**src/rtl/q_track_pkg.sv**
```systemverilog
`default_nettype none
// ============================================================================
//  Module      : q_track_pkg
//  Description : Shared FSM state encoding and small arithmetic helpers for
//                the multi-channel Q regulator.
//  Revision    : 1.0 - initial release
// ============================================================================
package q_track_pkg;

    typedef enum logic [2:0] {
        S_IDLE   = 3'd0,
        S_REQ    = 3'd1,
        S_WAIT   = 3'd2,
        S_UPDATE = 3'd3,
        S_NEXT   = 3'd4
    } state_t;

    // Helpers run on zero-extended 32-bit operands so no intermediate wraps.
    function automatic logic [31:0] abs_diff(input logic [31:0] a, input logic [31:0] b);
        return (a > b) ? (a - b) : (b - a);
    endfunction

    function automatic logic [31:0] sat_sub(input logic [31:0] a, input logic [31:0] b);
        return (a > b) ? (a - b) : 32'd0;
    endfunction

    function automatic logic [31:0] sat_add(input logic [31:0] a, input logic [31:0] b,
                                            input logic [31:0] max_val);
        return ((a + b) > max_val) ? max_val : (a + b);
    endfunction

endpackage
`default_nettype wire

```
**src/rtl/q_track_step.sv**
```systemverilog
`default_nettype none
// ============================================================================
//  Module      : q_track_step
//  Description : Combinational per-channel regulator step: bisection search,
//                lock detection and instability re-open of the i_ref window.
//  Revision    : 1.0 - initial release
// ============================================================================
module q_track_step
    import q_track_pkg::*;
#(
    parameter int BUS_WIDTH         = 10,
    parameter int TOL               = 1,
    parameter int DELTA_Q_INSTB     = 50,
    parameter int I_REF_DELTA_INSTB = 10
) (
    input  logic [BUS_WIDTH-1:0] i_lo,
    input  logic [BUS_WIDTH-1:0] i_hi,
    input  logic [BUS_WIDTH-1:0] i_i_ref,
    input  logic [BUS_WIDTH-1:0] i_q_lock,
    input  logic                 i_locked,
    input  logic [BUS_WIDTH-1:0] i_q_meas,
    input  logic [BUS_WIDTH-1:0] i_q_des,
    output logic [BUS_WIDTH-1:0] o_lo_nxt,
    output logic [BUS_WIDTH-1:0] o_hi_nxt,
    output logic [BUS_WIDTH-1:0] o_i_ref_nxt,
    output logic [BUS_WIDTH-1:0] o_q_lock_nxt,
    output logic                 o_locked_nxt
);

    localparam logic [31:0] c_MAX = (32'd1 << BUS_WIDTH) - 32'd1;

    logic [31:0] w_lo_b;
    logic [31:0] w_hi_b;
    logic [31:0] w_sum;

    always_comb begin
        o_lo_nxt     = i_lo;
        o_hi_nxt     = i_hi;
        o_i_ref_nxt  = i_i_ref;
        o_q_lock_nxt = i_q_lock;
        o_locked_nxt = i_locked;
        w_lo_b       = 32'(i_lo);
        w_hi_b       = 32'(i_hi);
        w_sum        = 32'd0;
        if (!i_locked) begin
            if (abs_diff(32'(i_q_meas), 32'(i_q_des)) <= 32'(TOL)) begin
                o_locked_nxt = 1'b1;
                o_q_lock_nxt = i_q_meas;
            end else begin
                if (i_q_meas < i_q_des) begin
                    w_lo_b = 32'(i_i_ref);
                end else begin
                    w_hi_b = 32'(i_i_ref);
                end
                o_lo_nxt = BUS_WIDTH'(w_lo_b);
                o_hi_nxt = BUS_WIDTH'(w_hi_b);
                // Window collapsed: no better i_ref exists, so settle where we are.
                if (w_hi_b <= w_lo_b + 32'd1) begin
                    o_locked_nxt = 1'b1;
                    o_q_lock_nxt = i_q_meas;
                end else begin
                    w_sum       = w_lo_b + w_hi_b;
                    o_i_ref_nxt = BUS_WIDTH'(w_sum >> 1);
                end
            end
        end else if (abs_diff(32'(i_q_meas), 32'(i_q_lock)) > 32'(DELTA_Q_INSTB)) begin
            o_locked_nxt = 1'b0;
            w_lo_b       = sat_sub(32'(i_i_ref), 32'(I_REF_DELTA_INSTB));
            w_hi_b       = sat_add(32'(i_i_ref), 32'(I_REF_DELTA_INSTB), c_MAX);
            o_lo_nxt     = BUS_WIDTH'(w_lo_b);
            o_hi_nxt     = BUS_WIDTH'(w_hi_b);
        end
    end

endmodule
`default_nettype wire

```
**src/rtl/q_track_ctrl.sv**
```systemverilog
`default_nettype none
// ============================================================================
//  Module      : q_track_ctrl
//  Description : Round-robin multi-channel closed-loop Q regulator driving a
//                shared measurement front-end. Optional measurement timeout
//                and per-channel fault flags under Q_TRACK_TIMEOUT_EN.
//  Revision    : 1.0 - initial release
// ============================================================================
module q_track_ctrl
    import q_track_pkg::*;
#(
    parameter int BUS_WIDTH         = 10,
    parameter int NUM_CH            = 4,
    parameter int TOL               = 1,
    parameter int DELTA_Q_INSTB     = 50,
    parameter int I_REF_DELTA_INSTB = 10,
    parameter int WAIT_MAX          = 255,
    localparam int CH_W             = (NUM_CH > 1) ? $clog2(NUM_CH) : 1
) (
    input  logic                        clk,
    input  logic                        rst,
    input  logic                        enable,
    input  logic [NUM_CH*BUS_WIDTH-1:0] q_desired,
    output logic                        meas_start,
    output logic [CH_W-1:0]             meas_ch,
    input  logic                        ready,
    input  logic [BUS_WIDTH-1:0]        q_measured,
    output logic [NUM_CH*BUS_WIDTH-1:0] i_ref_out,
    output logic [NUM_CH-1:0]           setup_completed,
    output logic [NUM_CH-1:0]           fault
);

    localparam logic [BUS_WIDTH-1:0] c_MID  = {1'b1, {(BUS_WIDTH-1){1'b0}}};
    localparam logic [CH_W-1:0]      c_LAST = CH_W'(NUM_CH - 1);

    state_t               r_state;
    logic [CH_W-1:0]      r_ch;
    logic [BUS_WIDTH-1:0] r_q_meas;
    logic [BUS_WIDTH-1:0] r_lo    [NUM_CH];
    logic [BUS_WIDTH-1:0] r_hi    [NUM_CH];
    logic [BUS_WIDTH-1:0] r_iref  [NUM_CH];
    logic [BUS_WIDTH-1:0] r_qlock [NUM_CH];
    logic [NUM_CH-1:0]    r_locked;

    logic [BUS_WIDTH-1:0] w_lo_nxt;
    logic [BUS_WIDTH-1:0] w_hi_nxt;
    logic [BUS_WIDTH-1:0] w_iref_nxt;
    logic [BUS_WIDTH-1:0] w_qlock_nxt;
    logic                 w_locked_nxt;
    logic [CH_W-1:0]      w_ch_next;

`ifdef Q_TRACK_TIMEOUT_EN
    localparam int c_CNT_W = $clog2(WAIT_MAX + 1);
    logic [c_CNT_W-1:0] r_wait_cnt;
    logic [NUM_CH-1:0]  r_fault;
    assign fault = r_fault;
`else
    assign fault = '0;
`endif

    assign w_ch_next = (r_ch == c_LAST) ? '0 : r_ch + 1'b1;

    // Single shared datapath, steered to the channel currently being visited.
    q_track_step #(
        .BUS_WIDTH         (BUS_WIDTH),
        .TOL               (TOL),
        .DELTA_Q_INSTB     (DELTA_Q_INSTB),
        .I_REF_DELTA_INSTB (I_REF_DELTA_INSTB)
    ) u_step (
        .i_lo         (r_lo[r_ch]),
        .i_hi         (r_hi[r_ch]),
        .i_i_ref      (r_iref[r_ch]),
        .i_q_lock     (r_qlock[r_ch]),
        .i_locked     (r_locked[r_ch]),
        .i_q_meas     (r_q_meas),
        .i_q_des      (q_desired[r_ch*BUS_WIDTH +: BUS_WIDTH]),
        .o_lo_nxt     (w_lo_nxt),
        .o_hi_nxt     (w_hi_nxt),
        .o_i_ref_nxt  (w_iref_nxt),
        .o_q_lock_nxt (w_qlock_nxt),
        .o_locked_nxt (w_locked_nxt)
    );

    always_ff @(posedge clk) begin
        if (rst) begin
            r_state    <= S_IDLE;
            r_ch       <= '0;
            meas_start <= 1'b0;
            meas_ch    <= '0;
            r_q_meas   <= '0;
            r_locked   <= '0;
            for (int i = 0; i < NUM_CH; i++) begin
                r_lo[i]    <= '0;
                r_hi[i]    <= '1;
                r_iref[i]  <= c_MID;
                r_qlock[i] <= '0;
            end
`ifdef Q_TRACK_TIMEOUT_EN
            r_wait_cnt <= '0;
            r_fault    <= '0;
`endif
        end else begin
            meas_start <= 1'b0;
            case (r_state)
                S_IDLE: begin
                    if (enable) begin
                        r_state    <= S_REQ;
                        meas_start <= 1'b1;
                        meas_ch    <= r_ch;
                    end
                end
                S_REQ: begin
                    r_state <= S_WAIT;
`ifdef Q_TRACK_TIMEOUT_EN
                    r_wait_cnt <= '0;
`endif
                end
                S_WAIT: begin
                    if (ready) begin
                        r_q_meas <= q_measured;
                        r_state  <= S_UPDATE;
`ifdef Q_TRACK_TIMEOUT_EN
                        r_fault[r_ch] <= 1'b0;
                    end else if (r_wait_cnt == c_CNT_W'(WAIT_MAX - 1)) begin
                        r_fault[r_ch] <= 1'b1;
                        r_state       <= S_NEXT;
                    end else begin
                        r_wait_cnt <= r_wait_cnt + 1'b1;
`endif
                    end
                end
                S_UPDATE: begin
                    r_lo[r_ch]     <= w_lo_nxt;
                    r_hi[r_ch]     <= w_hi_nxt;
                    r_iref[r_ch]   <= w_iref_nxt;
                    r_qlock[r_ch]  <= w_qlock_nxt;
                    r_locked[r_ch] <= w_locked_nxt;
                    r_state        <= S_NEXT;
                end
                S_NEXT: begin
                    r_ch <= w_ch_next;
                    if (enable) begin
                        r_state    <= S_REQ;
                        meas_start <= 1'b1;
                        meas_ch    <= w_ch_next;
                    end else begin
                        r_state <= S_IDLE;
                    end
                end
                default: r_state <= S_IDLE;
            endcase
        end
    end

    for (genvar g = 0; g < NUM_CH; g++) begin : g_out
        assign i_ref_out[g*BUS_WIDTH +: BUS_WIDTH] = r_iref[g];
        assign setup_completed[g]                  = r_locked[g];
    end

endmodule
`default_nettype wire

```
**config.mk**
```make
export PLATFORM = sky130hd
export DESIGN_NAME = q_track_ctrl
export DESIGN_NICKNAME = d
export VERILOG_FILES = /design/src/rtl/q_track_pkg.sv /design/src/rtl/q_track_step.sv /design/src/rtl/q_track_ctrl.sv
export SDC_FILE = /design/constraint.sdc
export NUM_CORES = 1
export LEC_CHECK = 0
export CAP_MARGIN = 0
export CORE_AREA = 2 2 191 155
export CTS_BUF_LIST = sky130_fd_sc_hd__clkbuf_4
export DETAILED_ROUTE_END_ITERATION = 16
export DIE_AREA = 0 0 193 157
export PLACE_DENSITY_LB_ADDON = 0.15
export SYNTH_ARGS = -nofsm -noshare
export SYNTH_HDL_FRONTEND = slang
export SYNTH_SLANG_ARGS = --single-unit
```
**constraint.sdc**
```tcl
create_clock -name clk -period 7.5 [get_ports clk]
set_input_delay 2.25 -clock clk [delete_from_list [all_inputs] [get_ports clk]]
set_output_delay 2.25 -clock clk [all_outputs]
set_load 0.01 [all_outputs]
```
==> impl_results.md, run 1 <==
* Max_cap viols at 0
* Most common cell on crit path: a21oi_1
* Tightest Hold Check Type: register to register
* I/O pins at 105
* Post-synth top area share at 39.9%
* Clock sinks at 184
* Clk slew on worst S/H paths at between 0.15 and 0.2 ns
* Final Routed Wirelength at 34.7 mm
* Number of buffers and inverters on the critical path at 3
* Worst VDD drop at 0.000140 V
* CP max FO at 5
* Layout net count at about 1,400
* CP Data Required Time at approximately 8 ns
* Hold Fails Final Rpt at 0
* Routed len/inst at about 21 µm
* Port-buffer cells at 100
* Fillers at ~2,600
* Later-pin clock latency in the skew report at 0.60 ns
* Asr flop ratio synth at 0%
* Clk root buf: clkbuf_4
* Synth area leaders: edfxtp_1, mux4_2, ha_1
* Startpoint Class: input pin
* Fraction of layout cells with a size suffix above 1 at approximately 18%
* First-pass GRT wire length at 54.5 mm
* Register share of total power at approximately 50%
* Max stage delay on crit path at 0.48 ns
* Placed Area at 13,800 µm²
* Setup Buffers After CTS at 0
* Post-synth cell types at 74
* Drt first pass iters at 5
* RD Place Congestion at 0.929
* Fin crit period at 7.17 ns
* Power per cell area at 165 nW/µm²
* Die span in y at 157 µm
* Kind of critical path: input pin to register
* Psw at 0.000658 W
* Clock buffer depth at 2
* Placed cells at 1,618
* Slowest CP cell: mux4_2
* Crit path DAT at 7.51 ns
* Synth area leader: edfxtp_1
* Die area at 30,300 µm²
* Initial antenna violation count at 1
* Detailed Place HPWL at 25.1 mm
* Fmax achieved at 0.139 GHz
* Crit-path cells: clkdlybuf4s50_1 > mux4_2 > ha_1 > a21oi_1 > o21ai_1 > nor2_1 > o21ai_4 > or2_2 > a21oi_1 > nand3_1 > or3_1 > nor3_1 > xnor2_1 > ha_1 > and3_1 > nand3_1 > or3_1 > and3_1 > and2_1 > buf_4 > a21oi_1 > buf_4 > nor2_1
* Final count of negative-setup-slack endpoints at 0
* Pin count of the biggest net entering global routing at 41
* Final period util at 95.6%
* Worst path top cell family by delay: simple AND/OR/NAND/NOR gates
* CTS Hold Bufs at 0
* Vias per inst at 5.75
* Core Area at 28,200 µm²
* Max Slew Vio Count at 0
* Pwr Total at 0.00235 W
* Dominant synthesized flop cell: edfxtp_1
* Drt first-iter violations at 959
* Commonest cells after routing, fill and taps aside: nor2_1, edfxtp_1, nand2_1, clkdlybuf4s50_1, buf_4
* Status: finished clean
* Initial core utilization at 42.6%
* Die width at 193 µm
* Mapped Avg Cell Area at 10.6 µm²
* Post-synthesis instance area at 12,000 µm²
* Resized Gates After CTS at 0
* Logic pwr share at between 20% and 30%
* Sequential share of the synthesized area at about 44%
* Max_slew headroom at 37.0%
* CP Capture Type: register
* Final instance area at about 14,000 µm²
* Clk pwr share at 29.3%
* DRC viols at 0
* Via count at ~9,500
* Detail Route Antenna Nets at 0
* Gr usage total at a little under a quarter
* Yosys reg bits at roughly 180
* Synth warn at 0
* Worst Clk Skew at ~0.037 ns
* Grt ovf at 0
* Number of flops mapped to enable cells by yosys at 160
* Cell Int Power at approximately 0.0017 W
* CTS Buf Count at 17
* Cell count after synthesis at roughly 1,100
* Worst slew pin tran at 0.944 ns
* CTS tree: yes
* Vias in the first global route at 9,254
* H-tree depth at 4
* Sw Ratio at 28.0%
* Post-route insts no fill at ~1,700
* Leak pwr at 5.16 nW
* Layout area overhead at 18.2%
* Worst slack, placed at -0.281 ns
* Setup ws final at 0.328 ns
* Unrepaired setup endpoints after global routing: false
* Layout Utilization at 50.4%
* Site Rows at 55
## final cells by class
type	instances	area [µm²]	share of cell area (%)
diodes	1	2.50	0.0176
multi-input cells	812	6210	43.7
repair buffers	179	1620	11.4
well taps	370	463	3.26
clock inverters	14	230	1.62
inverters	73	274	1.93
clock buffers	18	135	0.950
flip-flops and latches	184	5290	37.2
## routing by layer
metal	vias to the layer above	global-route usage [%]	part of all wire (%)
li1	4366	-	-
met1	4771	38.1	52
met2	329	33.1	41
met4	0	4.58	1.1
met5	-	0	0
met3	23	5.22	6.7
## cell families after synthesis
group,count (synthesis),synth area share [%]
buf+inv,145,5.11
compound gates,202,11.6
simple gates,397,15.0
mux,100,13.8
xor+xnor,36,2.62
other cells,1,0.0312
flops,184,43.9
fa+ha+maj,73,7.90
## flip-flops by register name, summed over array words and instances, names as in the netlist, named ones only
signal and flops:
r_iref 40, r_lo 40, meas_start 1, r_state 3, r_hi 40, r_qlock 40
r_ch 2, r_q_meas 10, meas_ch 2, setup_completed 4
## power by group through the flow
| stage | sequential, W | clock [W] | combinational, W |
|---|---|---|---|
| 2_1_floorplan | 0.00118 | 0 | 0.000310 |
| 3_3_place_gp | 0.00118 | 0 | 0.000496 |
| 3_5_place_dp | 0.00118 | 0 | 0.000496 |
| 4_1_cts | 0.00116 | 0.000702 | 0.000500 |
| 5_1_grt | 0.00116 | 0.000739 | 0.000552 |
| 6_report | 0.00116 | 0.000690 | 0.000503 |
## path summary, 6_finish.rpt
kind / from / end / slack [ns] / cells past startpoint
max: q_desired[6] / r_iref[0][1]$_SDFFCE_PN0P_ / 0.33 / 23
min: setup_completed[2]$_SDFFE_PP0P_ / setup_completed[2]$_SDFFE_PP0P_ / 0.52 / 2
max reg2reg: r_ch[0]$_SDFFE_PP0P_ / r_iref[0][1]$_SDFFCE_PN0P_ / 1.37 / 23
min reg2reg: setup_completed[2]$_SDFFE_PP0P_ / setup_completed[2]$_SDFFE_PP0P_ / 0.52 / 2
## tightest hold or removal path, stage by stage (launching register included)
cell and delay, ns:
dfxtp_1 0.36, nand3b_1 0.08, o21ai_1 0.06
## cells in the mapped netlist (4+ instances only)
| cell | count |
|---|---|
| buf_4 | 5 |
| o211ai_2 | 5 |
| nand3_1 | 26 |
| a21o_1 | 17 |
| ha_1 | 68 |
| o221ai_1 | 5 |
| dfxtp_1 | 24 |
| or2_2 | 9 |
| nor2_1 | 160 |
| o21a_1 | 5 |
| nor3b_1 | 5 |
| nor2b_1 | 13 |
| a211oi_1 | 7 |
| nand3b_1 | 7 |
| nand4_1 | 10 |
| and2_1 | 4 |
| nand2_1 | 105 |
| a22oi_1 | 9 |
| o21ai_0 | 39 |
| buf_2 | 23 |
| a21oi_1 | 61 |
| o21ai_1 | 4 |
| mux2i_1 | 35 |
| mux4_2 | 51 |
| fa_1 | 5 |
| edfxtp_1 | 160 |
| xnor2_1 | 23 |
| clkbuf_1 | 39 |
| inv_1 | 73 |
| nand2b_1 | 17 |
| nor3_1 | 14 |
| and3_1 | 9 |
| a31oi_1 | 5 |
| mux2_2 | 13 |
| xor2_1 | 13 |
| or3_1 | 8 |
## through the flow
step	TNS [ns]	hold slack, ns
final	0	0.516
after detailed placement	-18.67	0.488
after global placement	-15.29	0.489
after CTS	0	0.509
after global routing	0	0.542
after floorplan	0	0.427
Note: power is estimated with default switching activity, not from simulation.
==> run 2: changes to the inputs <==
--- a/constraint.sdc
+++ b/constraint.sdc
@@ -3,2 +3,2 @@
 set_output_delay 2.25 -clock clk [all_outputs]
-set_load 0.01 [all_outputs]
+set_load 0.02 [all_outputs]
==> results of run 2 <==
The final DEF is identical to that of run 1. Status: finished clean.
Among the figures that moved: total power 0.00235 W -> 0.00236 W; worst IR drop on VDD 0.000140 V -> 0.000141 V
